==> src/rtl/alu_arb_pkg.sv <==
// alu_arb_pkg: shared FSM state encoding and ALU NOP codes for the ALU arbiter
package alu_arb_pkg;
   typedef enum logic [1:0] {
      IDLE = 2'd0,
      EXEC = 2'd1,
      RESP = 2'd2
   } state_t;
   localparam logic [6:0] ALU_NOP_OP = 7'd0;
   localparam logic [5:0] ALU_NOP_AR = 6'd0;
endpackage

==> src/rtl/rr_arbiter.sv <==
// rr_arbiter: combinational rotating-priority picker starting just after last_grant
module rr_arbiter #(
   parameter int N = 4,
   parameter int IW = 2
) (
   input  logic [N-1:0]  req,
   input  logic [IW-1:0] last_grant,
   output logic [N-1:0]  grant_onehot,
   output logic [IW-1:0] grant_idx,
   output logic          any
);
   logic [IW-1:0] idx;
   // search last_grant+1 .. last_grant+N (mod N) and keep the first hit
   always_comb begin
      grant_idx = '0;
      any = 1'b0;
      idx = '0;
      for (int k = 1; k <= N; k++) begin
         idx = IW'((int'(last_grant) + k) % N);
         if (!any && req[idx]) begin
            any = 1'b1;
            grant_idx = idx;
         end
      end
      grant_onehot = any ? N'(1) << grant_idx : '0;
   end
endmodule

==> src/rtl/alu_arbiter.sv <==
// alu_arbiter: round-robin sharing of one combinational ALU; ALU_ARB_LOCK_EN adds req_lock
module alu_arbiter
   import alu_arb_pkg::*;
#(
   parameter int NUM_REQ = 4,
   parameter int DATA_W = 32,
   parameter int ID_W = 2
) (
   input  logic                      clk,
   input  logic                      reset,
   input  logic [NUM_REQ-1:0]        req_valid,
   output logic [NUM_REQ-1:0]        req_ready,
   input  logic [NUM_REQ*DATA_W-1:0] req_op_a,
   input  logic [NUM_REQ*DATA_W-1:0] req_op_b,
   input  logic [NUM_REQ*7-1:0]      req_op_code,
   input  logic [NUM_REQ*6-1:0]      req_ar_code,
`ifdef ALU_ARB_LOCK_EN
   input  logic [NUM_REQ-1:0]        req_lock,
`endif
   output logic [DATA_W-1:0]         alu_op_a,
   output logic [DATA_W-1:0]         alu_op_b,
   output logic [6:0]                alu_op_code,
   output logic [5:0]                alu_ar_code,
   input  logic [DATA_W-1:0]         alu_out,
   input  logic                      alu_flag_carry,
   output logic                      rsp_valid,
   input  logic                      rsp_ready,
   output logic [ID_W-1:0]           rsp_id,
   output logic [DATA_W-1:0]         rsp_data,
   output logic                      rsp_carry
);
   if (ID_W != $clog2(NUM_REQ) || NUM_REQ < 2 || NUM_REQ > 8) begin : g_bad_params
      $error("alu_arbiter: NUM_REQ must be 2..8 and ID_W must equal clog2(NUM_REQ)");
   end

   state_t              state;
   logic [ID_W-1:0]     last_grant, own_id, rr_idx, sel_idx;
   logic [NUM_REQ-1:0]  rr_onehot, sel_onehot;
   logic                rr_any, sel_any;

   rr_arbiter #(.N(NUM_REQ), .IW(ID_W)) u_rr (
      .req          (req_valid),
      .last_grant   (last_grant),
      .grant_onehot (rr_onehot),
      .grant_idx    (rr_idx),
      .any          (rr_any)
   );

`ifdef ALU_ARB_LOCK_EN
   logic            locked;
   logic [ID_W-1:0] lock_id;
   logic            lock_hit;
   assign lock_hit   = locked && req_valid[lock_id];
   assign sel_idx    = lock_hit ? lock_id : rr_idx;
   assign sel_any    = lock_hit || rr_any;
   assign sel_onehot = lock_hit ? NUM_REQ'(1) << lock_id : rr_onehot;
`else
   assign sel_idx    = rr_idx;
   assign sel_any    = rr_any;
   assign sel_onehot = rr_onehot;
`endif

   // grant is offered only while idle and never during a reset cycle
   assign req_ready = (state == IDLE && !reset && sel_any) ? sel_onehot : '0;

   // IDLE latches the winner's operands, EXEC captures the ALU, RESP waits for the consumer
   always_ff @(posedge clk) begin
      if (reset) begin
         state       <= IDLE;
         alu_op_a    <= '0;
         alu_op_b    <= '0;
         alu_op_code <= ALU_NOP_OP;
         alu_ar_code <= ALU_NOP_AR;
         rsp_valid   <= 1'b0;
         rsp_id      <= '0;
         rsp_data    <= '0;
         rsp_carry   <= 1'b0;
         last_grant  <= ID_W'(NUM_REQ - 1);
         own_id      <= '0;
`ifdef ALU_ARB_LOCK_EN
         locked      <= 1'b0;
         lock_id     <= '0;
`endif
      end else begin
         case (state)
            IDLE: if (sel_any) begin
               alu_op_a    <= req_op_a[int'(sel_idx)*DATA_W +: DATA_W];
               alu_op_b    <= req_op_b[int'(sel_idx)*DATA_W +: DATA_W];
               alu_op_code <= req_op_code[int'(sel_idx)*7 +: 7];
               alu_ar_code <= req_ar_code[int'(sel_idx)*6 +: 6];
               own_id      <= sel_idx;
`ifdef ALU_ARB_LOCK_EN
               last_grant  <= lock_hit ? last_grant : sel_idx;
               locked      <= req_lock[sel_idx];
               lock_id     <= sel_idx;
`else
               last_grant  <= sel_idx;
`endif
               state       <= EXEC;
            end
            EXEC: begin
               rsp_data  <= alu_out;
               rsp_carry <= alu_flag_carry;
               rsp_id    <= own_id;
               rsp_valid <= 1'b1;
               state     <= RESP;
            end
            RESP: if (rsp_ready) begin
               rsp_valid   <= 1'b0;
               alu_op_a    <= '0;
               alu_op_b    <= '0;
               alu_op_code <= ALU_NOP_OP;
               alu_ar_code <= ALU_NOP_AR;
               state       <= IDLE;
            end
            default: state <= IDLE;
         endcase
      end
   end
endmodule

==> config.mk <==
export PLATFORM = sky130hd
export DESIGN_NAME = alu_arbiter
export DESIGN_NICKNAME = d
export VERILOG_FILES = /design/src/rtl/alu_arb_pkg.sv /design/src/rtl/rr_arbiter.sv /design/src/rtl/alu_arbiter.sv
export SDC_FILE = /design/constraint.sdc
export NUM_CORES = 1
export LEC_CHECK = 0
export BUFFER_PORTS_ARGS = -buffer_cell sky130_fd_sc_hd__clkbuf_2
export CORE_AREA = 2 2 182 184
export CTS_BUF_LIST = sky130_fd_sc_hd__clkbuf_16
export CTS_CLUSTER_DIAMETER = 60
export DETAILED_ROUTE_END_ITERATION = 16
export DIE_AREA = 0 0 184 186
export GPL_TIMING_DRIVEN = 0
export PLACE_DENSITY = 0.48
export RECOVER_POWER = 25
export SLEW_MARGIN = 15
export SYNTH_ARGS = -nofsm -noshare
export SYNTH_HDL_FRONTEND = slang
export SYNTH_HIERARCHICAL = 1
export SYNTH_SLANG_ARGS = --single-unit
==> constraint.sdc <==
create_clock -name clk -period 6 [get_ports clk]
set_clock_uncertainty 0.1 [all_clocks]
set_input_delay 0.9 -clock clk [delete_from_list [all_inputs] [get_ports clk]]
set_output_delay 0.9 -clock clk [all_outputs]
set_load 0.03 [all_outputs]
; ---- Word-level counts from Yosys, hierarchy flattened
; Cells that the tools add are included.
[op_classes]
n_addsub = 4
mul = 2
order_cmp = 4
n_eq_ne = 4
shifts = 5
n_mux = 34
reduce_logical = 16
[op_table]
columns = op, n
row1 = 128-bit by 8-bit variable part select with 32-bit output, 2
row2 = 32-bit one-hot mux with 2 select lines, 2
row3 = 32-bit two-way mux, 3
row4 = 28-bit by 6-bit variable part select with 7-bit output, 1
row5 = 24-bit by 6-bit variable part select with 6-bit output, 1
row6 = 7-bit two-way mux, 2
row7 = 7-bit one-hot mux with 2 select lines, 1
row8 = 2-bit by 3-bit < comparator with 1-bit output (second input constant), 4
row9 = 2-bit two-way mux, 6
row10 = 6-bit two-way mux, 2
row11 = 6-bit one-hot mux with 2 select lines, 1
row12 = 1-bit two-way mux, 9
row13 = 1-bit binary-select mux with 2-bit select, 4
row14 = 4-bit two-way mux, 2
row15 = 2-bit one-hot mux with 3 select lines, 1
row16 = 2-bit AND reduction, 3
row17 = 1-bit logical AND, 5
row18 = 2-bit by 3-bit multiplier with 5-bit output (second input constant), 1
row19 = 2-bit by 1-bit adder with 2-bit output (second input constant), 2
row20 = 2-bit adder (second input constant), 2
row21 = 1-bit zero test, 4
row22 = 2-bit by 2-bit multiplier with 4-bit output (second input constant), 1
row23 = 2-bit != test (second input constant), 2
row24 = 2-bit nonzero test, 2
row25 = 6 further kinds, 6
[word_totals]
register_bits = 119
in_bits = 348
word_cells = 80

; ---- Logic depth before layout (Yosys ltp)
; Gate-level depths: netlist (run 1).
[depth]
depth_word = 17
mapped_depth = 9

; ---- By module
; The synthesis (run 1) kept the hierarchy.
[modules_own_cells]
columns = mod, instances, cells_each, area_each_um2
row1 = alu_arbiter, 1, 455, 5718.0
row2 = rr_arbiter, 1, 30, 201.4

; ---- Worst setup path before layout (run 1)
; Ideal clock, no wire load.
[synth_path]
path_type = input to output
startpoint = input req_valid[3]
endpoint = output req_ready[0]
arrival_ns = 2.301
required_time_ns = 5.000
setup_slack_ns = 2.699
path_stages = 8
path_buffers = 3
cell_sequence = buf_4 -> nor2_1 -> nand2_1 -> or3b_1 -> buf_2 -> nor2_8 -> buf_6 -> and2_1
[synth_via]
word_cells_on_any_way = 26
cone_classes = shift (1) / mux (18) / reduce/logical (7)
[synth_lines]
columns = item, line_no
row1 = from (decl), alu_arbiter.sv:11  ; input logic [NUM_REQ-1:0] req_valid,
row2 = 1-bit binary-select mux with 2-bit select, rr_arbiter.sv:20  ; if (!any && req[idx]) begin
row3 = 1-bit two-way mux (implied by the code), rr_arbiter.sv:20
row4 = 1-bit two-way mux, rr_arbiter.sv:20
row5 = 1-bit zero test, rr_arbiter.sv:20
row6 = 1-bit logical AND, rr_arbiter.sv:20
row7 = 1-bit two-way mux, rr_arbiter.sv:20
row8 = 1-bit zero test, rr_arbiter.sv:20
row9 = 1-bit logical AND, rr_arbiter.sv:20
row10 = 1-bit two-way mux, rr_arbiter.sv:20
row11 = 1-bit zero test, rr_arbiter.sv:20
row12 = 1-bit logical AND, rr_arbiter.sv:20
row13 = 1-bit two-way mux *, rr_arbiter.sv:20
row14 = net rr_any, alu_arbiter.sv:39  ; logic rr_any, sel_any;
row15 = 4-bit two-way mux or 1-bit logical AND (tied branches), "rr_arbiter.sv:25, alu_arbiter.sv:64"
row16 = 4-bit two-way mux *, alu_arbiter.sv:64  ; assign req_ready = (state == IDLE && !reset && sel_any) ? sel_onehot : '0;
row17 = to (decl), alu_arbiter.sv:12  ; output logic [NUM_REQ-1:0] req_ready,
; The timed path passes the listed nets; every way through them passes the cells marked *. The select of a mux whose other input is x is not followed.

; ---- Worst setup path after layout (run 1)
[layout_path]
startpoint = input req_valid[3]
endpoint = output req_ready[3]
; Same word-level chain as after synthesis.

==> results.md, run 1 <==
- Startpoint types: input port
- Mean routed wirelength per cell: 17.8 um
- Tightest slew margin relative to the limit: 43.2%
- Unrepaired setup endpoints after global routing: no
- Number of H-tree branching levels: 4
- Core ar.: 32200 sq um
- Total power density per cell area: 315 nW/um^2
- Vias/cell: 4.34
- Clock tree buffer depth: 2
- Synth top area cells: dfxtp_1, mux4_2, a22o_1, nand2_1, a21oi_1
- Via count of the first global-routing pass: 6208
- Worst-case reg-to-reg path depth: 7
- Slowest stage cell on the critical path: or3b_1
- Number of clock sinks: 119
- Register area: 2380 sq um
- Total power: 2.92 mW
- Mapped Area: 5920 sq um
- Fin nets: 1314
- Top-area cell type share of the netlist area: 40.2%
- Maximum number of pins on one net before global-route repair: 17
- Part of the total power dissipated in the clock network: 32.8%
- Total congestion overflow after global routing: 0
- Routability cong.: 0.893
- Period utilization: 61.0%
- Startpoint of the worst-slack reg-to-reg timing path: last_grant[0]$_SDFFE_PP1P_
- Cells on Worst Hold Path: 2
- Number of flops mapped to enable cells by yosys: 0
- Flip-flop and latch count after synthesis: 119
- Die ar.: 34200 sq um
- Crit-path max FO: 10
- Worst hold-check path type: register to register
- Number of stages on the worst setup path: 9
- Hold path startpoint: rsp_data[6]$_SDFFE_PP0P_
- Overall via count from detail_route: 6020
- Net Sw Frac: 34.9%
- Area occupied by multi-input gates: 3200 sq um
- Initial core utilization: 18.4%
- Post-synth top flop: dfxtp_1
- Worst ir drop on vdd: 0.178 mV
- Area added between synthesis and finish: 56.4%
- Net switching power of the design: 1.02 mW
- Arrival time reported for the critical path endpoint: 2.66 ns
- Insertion delay of the later-clocked pin in the worst-skew pair: 0.41 ns
- Most frequent cells after synthesis: dfxtp_1, a22o_1, nand2_1
- DIE HEIGHT: 186 um
- Die Span X: 184 um
- Post-Synthesis Net Count: 833
- Biggest cell delay along the critical path: 0.34 ns
- Hold Path Sink: rsp_data[6]$_SDFFE_PP0P_
- Final setup viols: 0
- Ordered cell list for the critical path: buf_4 -> nor2_1 -> nand2_1 -> or3b_1 -> buf_2 -> nor2_8 -> buf_6 -> and2_1 -> clkbuf_2
- Cell type contributing the most total cell area after synthesis: dfxtp_1
- CTS Hold Bufs: 0
- Initial antenna violation count: 3
- Count of unique library cells instantiated by Yosys: 34
- Synth Warn #: 6
- Final-report hold violation count: 0
- CTS tree: built
- Endpoint of the worst register-to-register path: alu_op_code[3]$_SDFFE_PP0P_
- Proportion of synthesized chip area in sequential cells: 40.2%
- Clock root buffer: clkbuf_16
- Final routed wirelength across all metal layers: 24700 um
- R2R Setup Slk: 3.16 ns
- Number of violations reported at the end of detailed-routing iteration 0: 230
- Kind of end point of the critical path: primary output
- Util after Layout: 28.7%
- Max Fclk: 273 MHz
- Reported leakage power: 4.32 nW
- Result of the run: finished clean
- Site Rows: 66
- TNS Setup: 0 ns
- Combined global-route utilization of all metal layers: 14.3%
- Global-route wire length before repair: 36200 um
- Final HPWL from detailed placement: 20200 um
- Part of the power in combinational logic: 34.2%
- Max cap viols: 0
- Delay-heaviest family, CP: simple AND/OR/NAND/NOR gates
- Flop pwr share: 32.9%
- Drc violations: 0
- Transition at the pin with the smallest max-transition slack: 0.853 ns
- Number of gates resized after CTS: 0
- Number of instances in the synthesized netlist: 485
- Mean Syn Cell Area: 12.2 sq um
- CP Buf/Inv Count: 4
- Internal Power: 1.90 mW
- FFs w/ async S/R, synth: 0%
- Number of detailed-routing iterations run before antenna repair: 6
- Number of CTS-inserted buffers: 17
- Post-CTS Setup Inserts: 0
- Category of the most critical setup path: input port to primary output
- Fill cell total of the finished layout: 3472
- Fin. max-slew vios: 0
- Clk pin slew, worst setup/hold paths: 0.06 ns
- Post-route ant nets: 0
- Most repeated cell in the gate-level netlist after synthesis: dfxtp_1
- Layout cell share with drive strength beyond 1: 59.3%
- Top-level I/O count: 465
- Worst endpoint required time: 5.00 ns
- I/O Buffers: 462
- Min Clock Period, post-route: 3.66 ns
## metrics by stage
step / instances / hold WS, ns / cell area [sq um] / setup slack, ns
after floorplan: 485 / 0.332 / 5920 / 2.70
after global placement: 1355 / 0.343 / 8740 / 2.26
after detailed placement: 1355 / 0.346 / 8740 / 2.26
after CTS: 1386 / 0.354 / 9280 / 2.25
after global routing: 1387 / 0.366 / 9250 / 2.19
final: 1388 / 0.353 / 9260 / 2.34
## metal layers
layer	part of all wire (%)	vias to the layer above	track usage, %
met5	0	-	0
li1	-	2854	-
met3	7.2	21	3.99
met2	51	276	25.5
met1	40	2869	16.6
met4	1.5	0	4.22
## state kept, by name (all words and copies together), names as in the netlist, 2 cells and up
signal,count
own_id,2
alu_op_a,32
rsp_id,2
last_grant,2
alu_op_b,32
alu_op_code,7
state,2
rsp_data,32
alu_ar_code,6
## power by group through the flow
| stage | sequential [mW] | combinational [mW] | clock, mW |
|---|---|---|---|
| 2_1_floorplan | 1.16 | 0.470 | 0 |
| 3_3_place_gp | 0.976 | 1.02 | 0 |
| 3_5_place_dp | 0.977 | 1.03 | 0 |
| 4_1_cts | 0.962 | 1.03 | 0.997 |
| 5_1_grt | 0.974 | 1.08 | 1.03 |
| 6_report | 0.961 | 0.999 | 0.957 |
## logic make-up after synthesis
group	after synthesis	synth area share, %
AND/OR/NAND/NOR	102	7.63
buffers and inverters	54	5.62
AO/OA/AOI/OAI	132	17.0
multiplexers	78	29.5
flip-flops	119	40.2
## layout make-up
cell class | count | share of cell area, %
diodes | 2 | 0.0541
plain buffers | 50 | 3.42
clock buffers | 17 | 4.60
clock inverters | 14 | 1.22
inverters | 4 | 0.162
multi-input cells | 312 | 34.6
flip-flops and latches | 119 | 25.7
well taps | 408 | 5.52
repair buffers | 462 | 24.7
## tightest hold or removal path, stage by stage (launching register included)
cell     delay (ns)
dfxtp_1        0.31
nand2_1        0.05
a21oi_1        0.05
## cells in the final DEF (no fill, tap or decap), types with 2 or more instances in the layout
cell type and n:
a21oi_1 43, clkbuf_2 440, nor2b_1 2, buf_2 10
clkinv_2 2, clkinvlp_4 7, clkinv_1 3, nand2b_1 5
buf_6 12, dfxtp_1 119, inv_1 4, a22o_1 78
clkbuf_16 17, nor2_1 7, and2_1 4, nand2_1 78
buf_1 2, clkbuf_1 43, buf_4 4, mux4_2 77
diode_2 2
## worst max-delay path by stage
stage / start / to / slack (ns)
4_1_cts: req_valid[3] / req_ready[3] / 2.25
3_5_place_dp: req_valid[3] / req_ready[3] / 2.26
2_1_floorplan: req_valid[3] / req_ready[0] / 2.70
5_1_grt: req_valid[3] / req_ready[0] / 2.19
3_3_place_gp: req_valid[3] / req_ready[3] / 2.26
6_report: req_valid[3] / req_ready[3] / 2.34
No activity file was read; power rests on OpenSTA's default activity.
==> inputs of run 2 (changes only) <==
--- a/config.mk
+++ b/config.mk
@@ -5,14 +5,15 @@
 export SDC_FILE = /design/constraint.sdc
 export NUM_CORES = 1
 export LEC_CHECK = 0
+export ABC_AREA = 1
 export BUFFER_PORTS_ARGS = -buffer_cell sky130_fd_sc_hd__clkbuf_2
-export CORE_AREA = 2 2 182 184
+export CORE_AREA = 2 2 178 180
 export CTS_BUF_LIST = sky130_fd_sc_hd__clkbuf_16
 export CTS_CLUSTER_DIAMETER = 60
 export DETAILED_ROUTE_END_ITERATION = 16
-export DIE_AREA = 0 0 184 186
+export DIE_AREA = 0 0 180 182
 export GPL_TIMING_DRIVEN = 0
-export PLACE_DENSITY = 0.48
+export PLACE_DENSITY = 0.54
 export RECOVER_POWER = 25
 export SLEW_MARGIN = 15
 export SYNTH_ARGS = -nofsm -noshare
==> constraint.sdc (replaced) <==
create_clock -name clk -period 3.33 [get_ports clk]
set_clock_uncertainty 0.1 [all_clocks]
set_input_delay 0.4995 -clock clk [delete_from_list [all_inputs] [get_ports clk]]
set_output_delay 0.4995 -clock clk [all_outputs]
set_load 0.03 [all_outputs]
==> run 2 against run 1 <==
  * Total power grew to 4.5 times the previous value
  * Critical endpoint is now req_ready[0]
  * Synthesized cell count grew 130%
  * Highest routed layer is now met5
  * Sequential cell count is the same
  * Non-clock buffer count grew 48
  * Combinational power grew to 8.9 times the previous value
  * Die area shrank 4.3%
  * Critical path type is now register to primary output
  * Via count grew 57%
  * Clock power grew 100%
  * Largest cell class unchanged
  * Sequential power grew 130%
  * Utilization grew 4.1 points
  * First-iteration DRC count grew 120%
  * Clock-buffer cell count is the same
==> results.md, run 2 <==
- Result of the run: finished clean
- Fill cell total of the finished layout: 3572 (+2.9%)
- Number of instances in the synthesized netlist: 1104 (+130%)
- I/O Buffers: 464 (+0.43%)
- TNS Setup: 0 ns (unchanged)
- Arrival time reported for the critical path endpoint: 2.53 ns (-0.13 ns)
- Period utilization: 94.0%
- Number of clock sinks: 119 (unchanged)
- Site Rows: 65 (-1.5%)
- Number of CTS-inserted buffers: 17 (unchanged)
- Mean routed wirelength per cell: 17.4 um (-2.0%)
- Initial antenna violation count: 2 (-1)
- Top-level I/O count: 465 (unchanged)
- Cell type contributing the most total cell area after synthesis: dfxtp_1
- Post-synth top flop: dfxtp_1
- Insertion delay of the later-clocked pin in the worst-skew pair: 0.42 ns (about the same)
- Count of unique library cells instantiated by Yosys: 21 (-38%)
- Global-route wire length before repair: 52000 um (+44%)
- Layout cell share with drive strength beyond 1: 31.9% (-27 points)
- Clk pin slew, worst setup/hold paths: 0.07 ns (about the same)
- Mean Syn Cell Area: 6.16 sq um (-50%)
- Combined global-route utilization of all metal layers: 20.5% (+6.2 points)
- Routability cong.: 0.882 (-1.3%)
- Overall via count from detail_route: 9432 (+57%)
- Delay-heaviest family, CP: simple AND/OR/NAND/NOR gates
- Vias/cell: 4.70 (+8.4%)
- FFs w/ async S/R, synth: 0% (unchanged)
- Post-route ant nets: 0 (unchanged)
- Biggest cell delay along the critical path: 0.33 ns (about the same)
- Worst endpoint required time: 2.73 ns (-2.27 ns)
- Final routed wirelength across all metal layers: 35000 um (+42%)
- Number of flops mapped to enable cells by yosys: 0 (unchanged)
- Mapped Area: 6800 sq um (+15%)
- Clock root buffer: clkbuf_16
- Final-report hold violation count: 0 (unchanged)
- Drc violations: 0 (unchanged)
- Reported leakage power: 5.41 nW (+25%)
- Max Fclk: 319 MHz
- Final setup viols: 0 (unchanged)
- Crit-path max FO: 10 (unchanged)
- Total power density per cell area: 1280 nW/um^2 (+300%)
- Proportion of synthesized chip area in sequential cells: 35.1% (-5.2 points)
- Fin nets: 1938 (+47%)
- Most repeated cell in the gate-level netlist after synthesis: nand2_1
- Worst ir drop on vdd: 0.435 mV (+140%)
- CP Buf/Inv Count: 6 (+2)
- Initial core utilization: 21.9% (+3.6 points)
- Area added between synthesis and finish: 50.0%
- Startpoint types: register
- Number of violations reported at the end of detailed-routing iteration 0: 510 (+120%)
- Transition at the pin with the smallest max-transition slack: 0.643 ns (-0.209 ns)
- DIE HEIGHT: 182 um (-2.2%)
- Tightest slew margin relative to the limit: 57.1% (+14 points)
- Die ar.: 32800 sq um (-4.3%)
- Fin. max-slew vios: 0 (unchanged)
- Category of the most critical setup path: register to primary output
- Synth Warn #: 6 (unchanged)
- Post-placement setup slack: -0.0888 ns (-2.34 ns)
- Die Span X: 180 um (-2.2%)
- Most frequent cells in the layout: nand2_1, clkbuf_2, nand3_1
- Core ar.: 31000 sq um (-3.8%)
- Ordered cell list for the critical path: buf_6 -> inv_6 -> nand2_1 -> nand2_2 -> inv_1 -> nor2_1 -> nor2_2 -> nand3b_1 -> nand2_4 -> nor2_4 -> buf_6 -> inv_1 -> nor2_1 -> buf_2
- Most frequent cells after synthesis: nand2_1, nand3_1, dfxtp_1
- Area occupied by multi-input gates: 3920 sq um (+22%)
- Synth top area cells: dfxtp_1, nand2_1, nand3_1, nand4_1, nor2_1
- Slowest stage cell on the critical path: dfxtp_1
- Min Clock Period, post-route: 3.13 ns
- Maximum number of pins on one net before global-route repair: 17 (unchanged)
- Total power: 13.0 mW (+350%)
- Util after Layout: 32.9% (+4.1 points)
- Total congestion overflow after global routing: 0 (unchanged)
- Number of cells in the design after placement: 1970 (+45%)
- Post-route insts no fill: 2007 (+45%)
- Kind of end point of the critical path: primary output
- Max cap viols: 0 (unchanged)
- Clock tree buffer depth: 2 (unchanged)
- Final HPWL from detailed placement: 27500 um (+36%)
- Post-Synthesis Net Count: 1452 (+74%)
- CTS tree: built
- Number of detailed-routing iterations run before antenna repair: 4 (-2)
- Register area: 2380 sq um (about the same)
- Via count of the first global-routing pass: 8971 (+45%)
- Unrepaired setup endpoints after global routing: no
- Top-area cell type share of the netlist area: 35.1% (-5.2 points)
- Flip-flop and latch count after synthesis: 119 (unchanged)
- Number of H-tree branching levels: 4 (unchanged)
- Final worst-path setup slack: 0.199 ns (-2.14 ns)
- Worst hold-check path type: input port to register
- Largest registers in the final layout: alu_op_a (32), alu_op_b (32), rsp_data (32)
run 2: per-layer routing:
layer  GRT usage, %  wire, um
met5              0        16
met3           4.77      2180
met1           26.6     15500
met4           4.78       615
met2           34.4     16700
run 2: cell type report:
type	instances	share of cell area, %
Clock buffer	17	4.17
Sequential cell	119	23.4
Buffer	93	4.09
Tap cell	402	4.94
Antenna cell	2	0.0491
Multi-Input combinational cell	871	38.5
Clock inverter	15	1.73
Timing Repair Buffer	467	22.4
Inverter	21	0.823
run 2: stage by stage:
step	cell area, sq um	hold WS [ns]
final	10200	0.197
after detailed placement	9620	0.361
after CTS	10300	0.176
after global placement	9620	0.353
after global routing	10200	0.179
after floorplan	6800	0.335
run 2: kinds of logic after synthesis:
group,after synthesis,synth area share (%)
AO/OA/AOI/OAI,40,2.95
buffers and inverters,114,7.31
flip-flops,119,35.1
AND/OR/NAND/NOR,831,54.7
run 2: final timing paths:
| kind | start | to | slack (ns) | depth (start not counted) |
|---|---|---|---|---|
| worst min register to register | rsp_valid$_SDFFE_PP0P_ | rsp_valid$_SDFFE_PP0P_ | 0.37 | 2 |
| worst min-delay path | alu_flag_carry | rsp_carry$_SDFFE_PP0P_ | 0.20 | 3 |
| worst max-delay path | last_grant[0]$_SDFFE_PP1P_ | req_ready[0] | 0.20 | 14 |
| worst max register to register | last_grant[0]$_SDFFE_PP1P_ | alu_op_b[21]$_SDFFE_PP0P_ | 0.43 | 16 |
run 2: worst min-delay path, stage by stage:
cell      delay (ns)
clkbuf_2        0.08
nor2_1          0.03
nor2_1          0.08
run 2: where the power goes:
part | total (mW) | internal (mW) | switching, mW
Sequential | 2.20 | 1.94 | 0.261
Clock | 1.95 | 1.13 | 0.818
Combinational | 8.85 | 2.41 | 6.44
Total | 13.0 | 5.48 | 7.52
run 2: repair_timing:
| item | CTS | global route |
|---|---|---|
| resized for setup | 3 | 3 |
| pin swaps | 2 | 0 |
| setup endpoints to repair | 4 | 3 |
| cloned | 0 | 0 |
| buffers inserted | 3 | 0 |
| hold buffers | 0 | 0 |
